===== src/rtl/rob_retire.sv =====
// rtl/rob_retire.sv - in-order reorder buffer and retire stage returning superseded physical regs
// ROB_DUAL_RETIRE_EN enables the second retire slot; without it at most one entry retires per cycle.
module rob_retire #(
  parameter int DEPTH  = 16,
  parameter int IDX_W  = 4,
  parameter int PREG_W = 6,
  parameter int AREG_W = 5
) (
  input  logic              clk,
  input  logic              rst_n,
  input  logic              alloc_valid,
  output logic              alloc_ready,
  input  logic [AREG_W-1:0] alloc_rd,
  input  logic [PREG_W-1:0] alloc_pd,
  input  logic [PREG_W-1:0] alloc_old_pd,
  output logic [IDX_W-1:0]  alloc_idx,
  input  logic              cmpl_valid,
  input  logic [IDX_W-1:0]  cmpl_idx,
  output logic              ret0_valid,
  output logic              ret1_valid,
  output logic [AREG_W-1:0] ret0_rd,
  output logic [AREG_W-1:0] ret1_rd,
  output logic [PREG_W-1:0] ret0_pd,
  output logic [PREG_W-1:0] ret1_pd,
  output logic              free0_valid,
  output logic              free1_valid,
  output logic [PREG_W-1:0] free0_pd,
  output logic [PREG_W-1:0] free1_pd,
  output logic [IDX_W:0]    count
);

  logic [DEPTH-1:0]  busy_q;
  logic [DEPTH-1:0]  done_q;
  logic [AREG_W-1:0] rd_q     [DEPTH];
  logic [PREG_W-1:0] pd_q     [DEPTH];
  logic [PREG_W-1:0] old_pd_q [DEPTH];
  logic [IDX_W-1:0]  head_q;
  logic [IDX_W-1:0]  tail_q;
  logic [IDX_W:0]    count_q;
  logic              alloc_fire;
  logic              r0;
  logic              r1;
  logic [IDX_W:0]    n_ret;

  assign alloc_ready = (count_q < (IDX_W+1)'(DEPTH));
  assign alloc_fire  = alloc_valid && alloc_ready;
  assign alloc_idx   = tail_q;
  assign count       = count_q;

  assign r0 = busy_q[head_q] && done_q[head_q];
`ifdef ROB_DUAL_RETIRE_EN
  logic [IDX_W-1:0] head1;
  assign head1 = head_q + IDX_W'(1);
  assign r1    = r0 && busy_q[head1] && done_q[head1];
`else
  assign r1    = 1'b0;
`endif
  assign n_ret = (IDX_W+1)'(r0) + (IDX_W+1)'(r1);

  // Order matters: retire clears after complete, alloc writes last (tail is never a retiring entry).
  always_ff @(posedge clk or negedge rst_n) begin
    if (!rst_n) begin
      busy_q  <= '0;
      done_q  <= '0;
      head_q  <= '0;
      tail_q  <= '0;
      count_q <= '0;
    end else begin
      if (cmpl_valid && busy_q[cmpl_idx]) begin
        done_q[cmpl_idx] <= 1'b1;
      end
      if (r0) begin
        busy_q[head_q] <= 1'b0;
        done_q[head_q] <= 1'b0;
      end
`ifdef ROB_DUAL_RETIRE_EN
      if (r1) begin
        busy_q[head1] <= 1'b0;
        done_q[head1] <= 1'b0;
      end
`endif
      if (alloc_fire) begin
        busy_q[tail_q] <= 1'b1;
        done_q[tail_q] <= 1'b0;
        tail_q         <= tail_q + IDX_W'(1);
      end
      head_q  <= head_q + n_ret[IDX_W-1:0];
      count_q <= count_q + (IDX_W+1)'(alloc_fire) - n_ret;
    end
  end

  always_ff @(posedge clk) begin
    if (alloc_fire) begin
      rd_q[tail_q]     <= alloc_rd;
      pd_q[tail_q]     <= alloc_pd;
      old_pd_q[tail_q] <= alloc_old_pd;
    end
  end

  always_ff @(posedge clk or negedge rst_n) begin
    if (!rst_n) begin
      ret0_valid  <= 1'b0;
      ret0_rd     <= '0;
      ret0_pd     <= '0;
      free0_valid <= 1'b0;
      free0_pd    <= '0;
    end else begin
      ret0_valid  <= r0;
      ret0_rd     <= r0 ? rd_q[head_q] : '0;
      ret0_pd     <= r0 ? pd_q[head_q] : '0;
      free0_valid <= r0 && (rd_q[head_q] != '0);
      free0_pd    <= r0 ? old_pd_q[head_q] : '0;
    end
  end

`ifdef ROB_DUAL_RETIRE_EN
  always_ff @(posedge clk or negedge rst_n) begin
    if (!rst_n) begin
      ret1_valid  <= 1'b0;
      ret1_rd     <= '0;
      ret1_pd     <= '0;
      free1_valid <= 1'b0;
      free1_pd    <= '0;
    end else begin
      ret1_valid  <= r1;
      ret1_rd     <= r1 ? rd_q[head1] : '0;
      ret1_pd     <= r1 ? pd_q[head1] : '0;
      free1_valid <= r1 && (rd_q[head1] != '0);
      free1_pd    <= r1 ? old_pd_q[head1] : '0;
    end
  end
`else
  assign ret1_valid  = 1'b0;
  assign ret1_rd     = '0;
  assign ret1_pd     = '0;
  assign free1_valid = 1'b0;
  assign free1_pd    = '0;
`endif

endmodule


===== config.mk =====
export PLATFORM = sky130hd
export DESIGN_NAME = rob_retire
export DESIGN_NICKNAME = d
export VERILOG_FILES = /design/src/rtl/rob_retire.sv
export SDC_FILE = /design/constraint.sdc
export NUM_CORES = 1
export LEC_CHECK = 0
export BUFFER_PORTS_ARGS = -buffer_cell sky130_fd_sc_hd__buf_2
export CORE_UTILIZATION = 55
export DETAILED_ROUTE_END_ITERATION = 12
export GPL_ROUTABILITY_DRIVEN = 0
export PLACE_DENSITY = 0.76
export SLEW_MARGIN = 25
export SYNTH_ARGS = -nofsm -noshare
export SYNTH_HDL_FRONTEND = slang
export SYNTH_SLANG_ARGS = --single-unit

===== constraint.sdc =====
create_clock -name clk -period 3.01 [get_ports clk]
set_clock_uncertainty 0.15 [all_clocks]
set_input_delay 0.602 -clock clk [delete_from_list [all_inputs] [get_ports clk]]
set_output_delay 0.602 -clock clk [all_outputs]
set_load 0.02 [all_outputs]

==> implementation parameters <==
Parameter                              Value

Cells and area
  Area used by sequential logic in the layout    0.00978 mm2
  # nets final    837
  Count of fill cells added during filler insertion    1531
  Layout Cells excl Fill    between 1k and 1.5k
  Antenna cells    0
  Multi-input combinational cell area    0.00348 mm2
  Growth of design area from synthesis to finish    16.0%
  Share of layout cells above drive strength 1    33.0%

Synthesis
  Unique cell type count in the Yosys netlist    43
  Sequential-to-total area share from yosys stat    72.7%
  Cell type contributing the most total cell area after synthesis    sky130_fd_sc_hd__edfxtp_1
  Main area contributors after synthesis    sky130_fd_sc_hd__edfxtp_1, sky130_fd_sc_hd__mux4_2, sky130_fd_sc_hd__dfrtp_1
  Proportion of synthesized flip-flops having asynchronous set or reset    19.0%
  Syn Area/Cell    19.3 um2
  Flip-flop and latch count after synthesis    around 340
  Flip-flop cell with the highest count after synthesis    sky130_fd_sc_hd__edfxtp_1
  Count of warnings emitted by yosys    0
  Dominant cell by count in the synthesized netlist    sky130_fd_sc_hd__edfxtp_1
  Share of the synthesized area in the top cell type    60.8%
  EDFF count, synth    272
  Top cells by count, synth    sky130_fd_sc_hd__edfxtp_1, sky130_fd_sc_hd__mux4_2, sky130_fd_sc_hd__dfrtp_1
  Syn Inst Count    roughly 700
  Cell area after technology mapping    0.0134 mm2

STA
  Max Clk Rate    ~330 MHz
  Final setup margin    -0.0212 ns
  RSZ-0062 raised after global routing    true
  Post-layout min period    3.03 ns
  Final setup violating endpoints    1
  Max Transition Viols Final    0
  Setup_tns    -0.0212 ns
  Max-slew headroom    39.0%
  Fraction of the cycle the final worst path needs    101%
  Final Hold Violating Endpoints    0
  Slew at the pin closest to its max-slew limit    around 0.91 ns

Setup path
  Highest fanout seen on the critical path    6
  Worst r2r src    head_q[1]
  Data arrival time at the worst-slack endpoint    3.31 ns
  Data required time at the worst endpoint    3.29 ns
  Number of cells on the worst reg-to-reg path    13
  Category of the worst setup path capture point    register
  Sort of element at the start of the critical path    register
  Register-to-register setup slack    -0.02 ns
  Critical register-to-register path endpoint    count[4]
  Critical Path Start    head_q[1]
  WS Path Type    reg2reg

Placed design
  Placed wire-length estimate after detailed placement    approximately 16 mm
  Inst Count DP    1075
  Count of port buffers added during placement    53

Clocking
  Maximum clock path buffer count    3
  Worst skew pair latency    0.52 ns
  Level count of the clock H-tree    2
  TritonCTS buffer count    36
  CTS Root Cell    sky130_fd_sc_hd__clkbuf_16
  Clock Pin Slew Worst Setup and Hold Paths    around 0.060 ns
  Clk sink count    336
  CTS tree    done

Worst hold path
  Worst Hold Depth    1
  Worst Hold Class    in2reg
  Worst-case hold path end point    rd_q[3][4]
  Hold wc startpoint    alloc_rd[4]

Run
  Max-cap violations    0

Power and ir drop
  Power per Cell Area    roughly 950 mW/mm2
  Total power of the final layout    about 15 mW
  Static Leak    5.44 nW
  Maximum vdd drop    roughly 0.89 mV

Global routing
  First-pass GRT wire length    around 43 mm
  GR Util All Layers    23.7%
  Leftover overflow at the end of global routing    0
  Maximum number of pins on one net before global-route repair    63
  Number of global-route vias before repair    7194
  Antenna violations before repair    1

Detailed routing
  Number of vias per cell after detailed routing    6.06
  Routed Antenna Nets    0
  DRC viols    0
  Wire length per cell    24.7 um
  Number of vias in the routed layout    6928
  Number of design-rule violations left by the first detailed-router iteration    675
  Wire length reported by the detailed router    28.2 mm
  Initial DRT Pass Iterations    7

Die
  Die Area    0.0251 mm2
  Vertical die dimension    158 um
  Initial core utilization    about 57%
  Std-Cell Rows    56
  Core region area    0.0238 mm2
  Number of I/O pins    73
  Overall die width    158 um

Status
  Failing checks    negative setup slack
  Status    finished, violations left
==> cell type report <==
type | count | area share [%]
clock buffer | 48 | 6.21
tap | 319 | 2.56
timing repair buffer | 101 | 4.38
clock inverter | 14 | 1.41
multi-input combinational | 309 | 22.3
inverter | 16 | 0.401
sequential | 336 | 62.7
==> cell families (layout without fill, tap and decap cells) <==
kind of cell,count (synthesis),count (layout),share of synthesized area (%)
multiplexers,90,90,14.9
flip-flops,336,336,72.7
adder cells (fa/ha/maj),12,12,1.17
buffers and inverters,69,179,3.00
XOR/XNOR,9,9,0.586
AO/OA/AOI/OAI,69,69,3.47
other,1,19,0.0279
AND/OR/NAND/NOR,110,110,4.13
==> routing by layer <==
metal / GRT usage [%] / up-vias / part of all wire, %
li1: - / 2946 / -
met1: 31.1 / 3575 / 39
met2: 39.2 / 324 / 51
met3: 4.16 / 81 / 6.4
met4: 10.6 / 2 / 3.7
met5: 0 / - / 0.043
==> flip-flops by register name, summed over array words and instances (netlist names) <==
register     cells
alloc_idx        4
free0_valid      1
busy_q          16
ret0_valid       1
pd_q            96
head_q           4
old_pd_q        96
done_q          16
count            5
free0_pd         6
ret0_rd          5
rd_q            80
ret0_pd          6
==> where the power goes <==
group	switching, mW	internal [mW]
registers	0.366	5.61
logic	2.33	2.06
clock network	1.70	2.77
==> per-stage QoR <==
step                      setup WS (ns)  utilization [%]  hold WS (ns)  cell area [um2]
after floorplan                 -0.0882                -         0.156            13600
after global placement           0.0886             60.2         0.370            14300
after detailed placement        -0.0121             60.2         0.381            14300
after CTS                       0.00315             65.3         0.295            15500
after global routing            -0.0936             65.6         0.309            15600
final                           -0.0212             65.6         0.308            15600
==> how the worst max path moves through the flow <==
| stage | endpoint | slack, ns | depth (start not counted) |
|---|---|---|---|
| detailed placement | count[4] | -0.01 | 12 |
| floorplan | count[4] | -0.09 | 14 |
| CTS | count[4] | 0.003 | 12 |
| global placement | count[4] | 0.09 | 12 |
| global route | count[4] | -0.09 | 13 |
| finish | count[4] | -0.02 | 13 |
==> repair_timing <==
action / in CTS / in global routing
gates resized for setup: 0 / 11
pin swaps: 0 / 5
endpoints found under the setup margin: 1 / 1
gates cloned: 0 / 0
hold buffers: 1 / 0
setup buffers: 3 / 2
endpoints found under the hold margin: 17 / 0
==> critical path, stage by stage (launching register included) <==
cell and delay, ns:
sky130_fd_sc_hd__dfrtp_4 0.49, sky130_fd_sc_hd__buf_12 0.15, sky130_fd_sc_hd__nand3_4 0.07, sky130_fd_sc_hd__o21ai_2 0.06
sky130_fd_sc_hd__mux4_2 0.51, sky130_fd_sc_hd__mux2i_4 0.20, sky130_fd_sc_hd__inv_4 0.05, sky130_fd_sc_hd__ha_4 0.25
sky130_fd_sc_hd__inv_2 0.04, sky130_fd_sc_hd__ha_4 0.15, sky130_fd_sc_hd__fa_2 0.35, sky130_fd_sc_hd__a21o_1 0.20
sky130_fd_sc_hd__a21oi_2 0.15, sky130_fd_sc_hd__xnor2_1 0.12
==> cell usage in the layout, fill, tap and decap left out, types with 4 or more instances in the layout <==
cell type	instances
sky130_fd_sc_hd__nand3_1	10
sky130_fd_sc_hd__nor3_1	4
sky130_fd_sc_hd__clkbuf_16	37
sky130_fd_sc_hd__a22oi_1	4
sky130_fd_sc_hd__nor3_4	5
sky130_fd_sc_hd__a211oi_2	4
sky130_fd_sc_hd__nor2_2	13
sky130_fd_sc_hd__buf_12	4
sky130_fd_sc_hd__clkbuf_1	11
sky130_fd_sc_hd__edfxtp_1	272
sky130_fd_sc_hd__a31oi_1	11
sky130_fd_sc_hd__clkinv_2	4
sky130_fd_sc_hd__buf_4	42
sky130_fd_sc_hd__nor2b_1	22
sky130_fd_sc_hd__o22a_1	4
sky130_fd_sc_hd__a21oi_1	16
sky130_fd_sc_hd__conb_1	19
sky130_fd_sc_hd__xnor2_1	7
sky130_fd_sc_hd__inv_1	14
sky130_fd_sc_hd__mux4_2	86
sky130_fd_sc_hd__ha_1	9
sky130_fd_sc_hd__nand2_1	26
sky130_fd_sc_hd__a211oi_1	4
sky130_fd_sc_hd__a311oi_1	8
sky130_fd_sc_hd__buf_2	53
sky130_fd_sc_hd__o21ai_1	4
sky130_fd_sc_hd__bufinv_16	6
sky130_fd_sc_hd__dfrtp_1	62
sky130_fd_sc_hd__o21ai_0	6
sky130_fd_sc_hd__and3b_1	4
sky130_fd_sc_hd__nor2_1	13
Power figures use the tool's default switching activity.
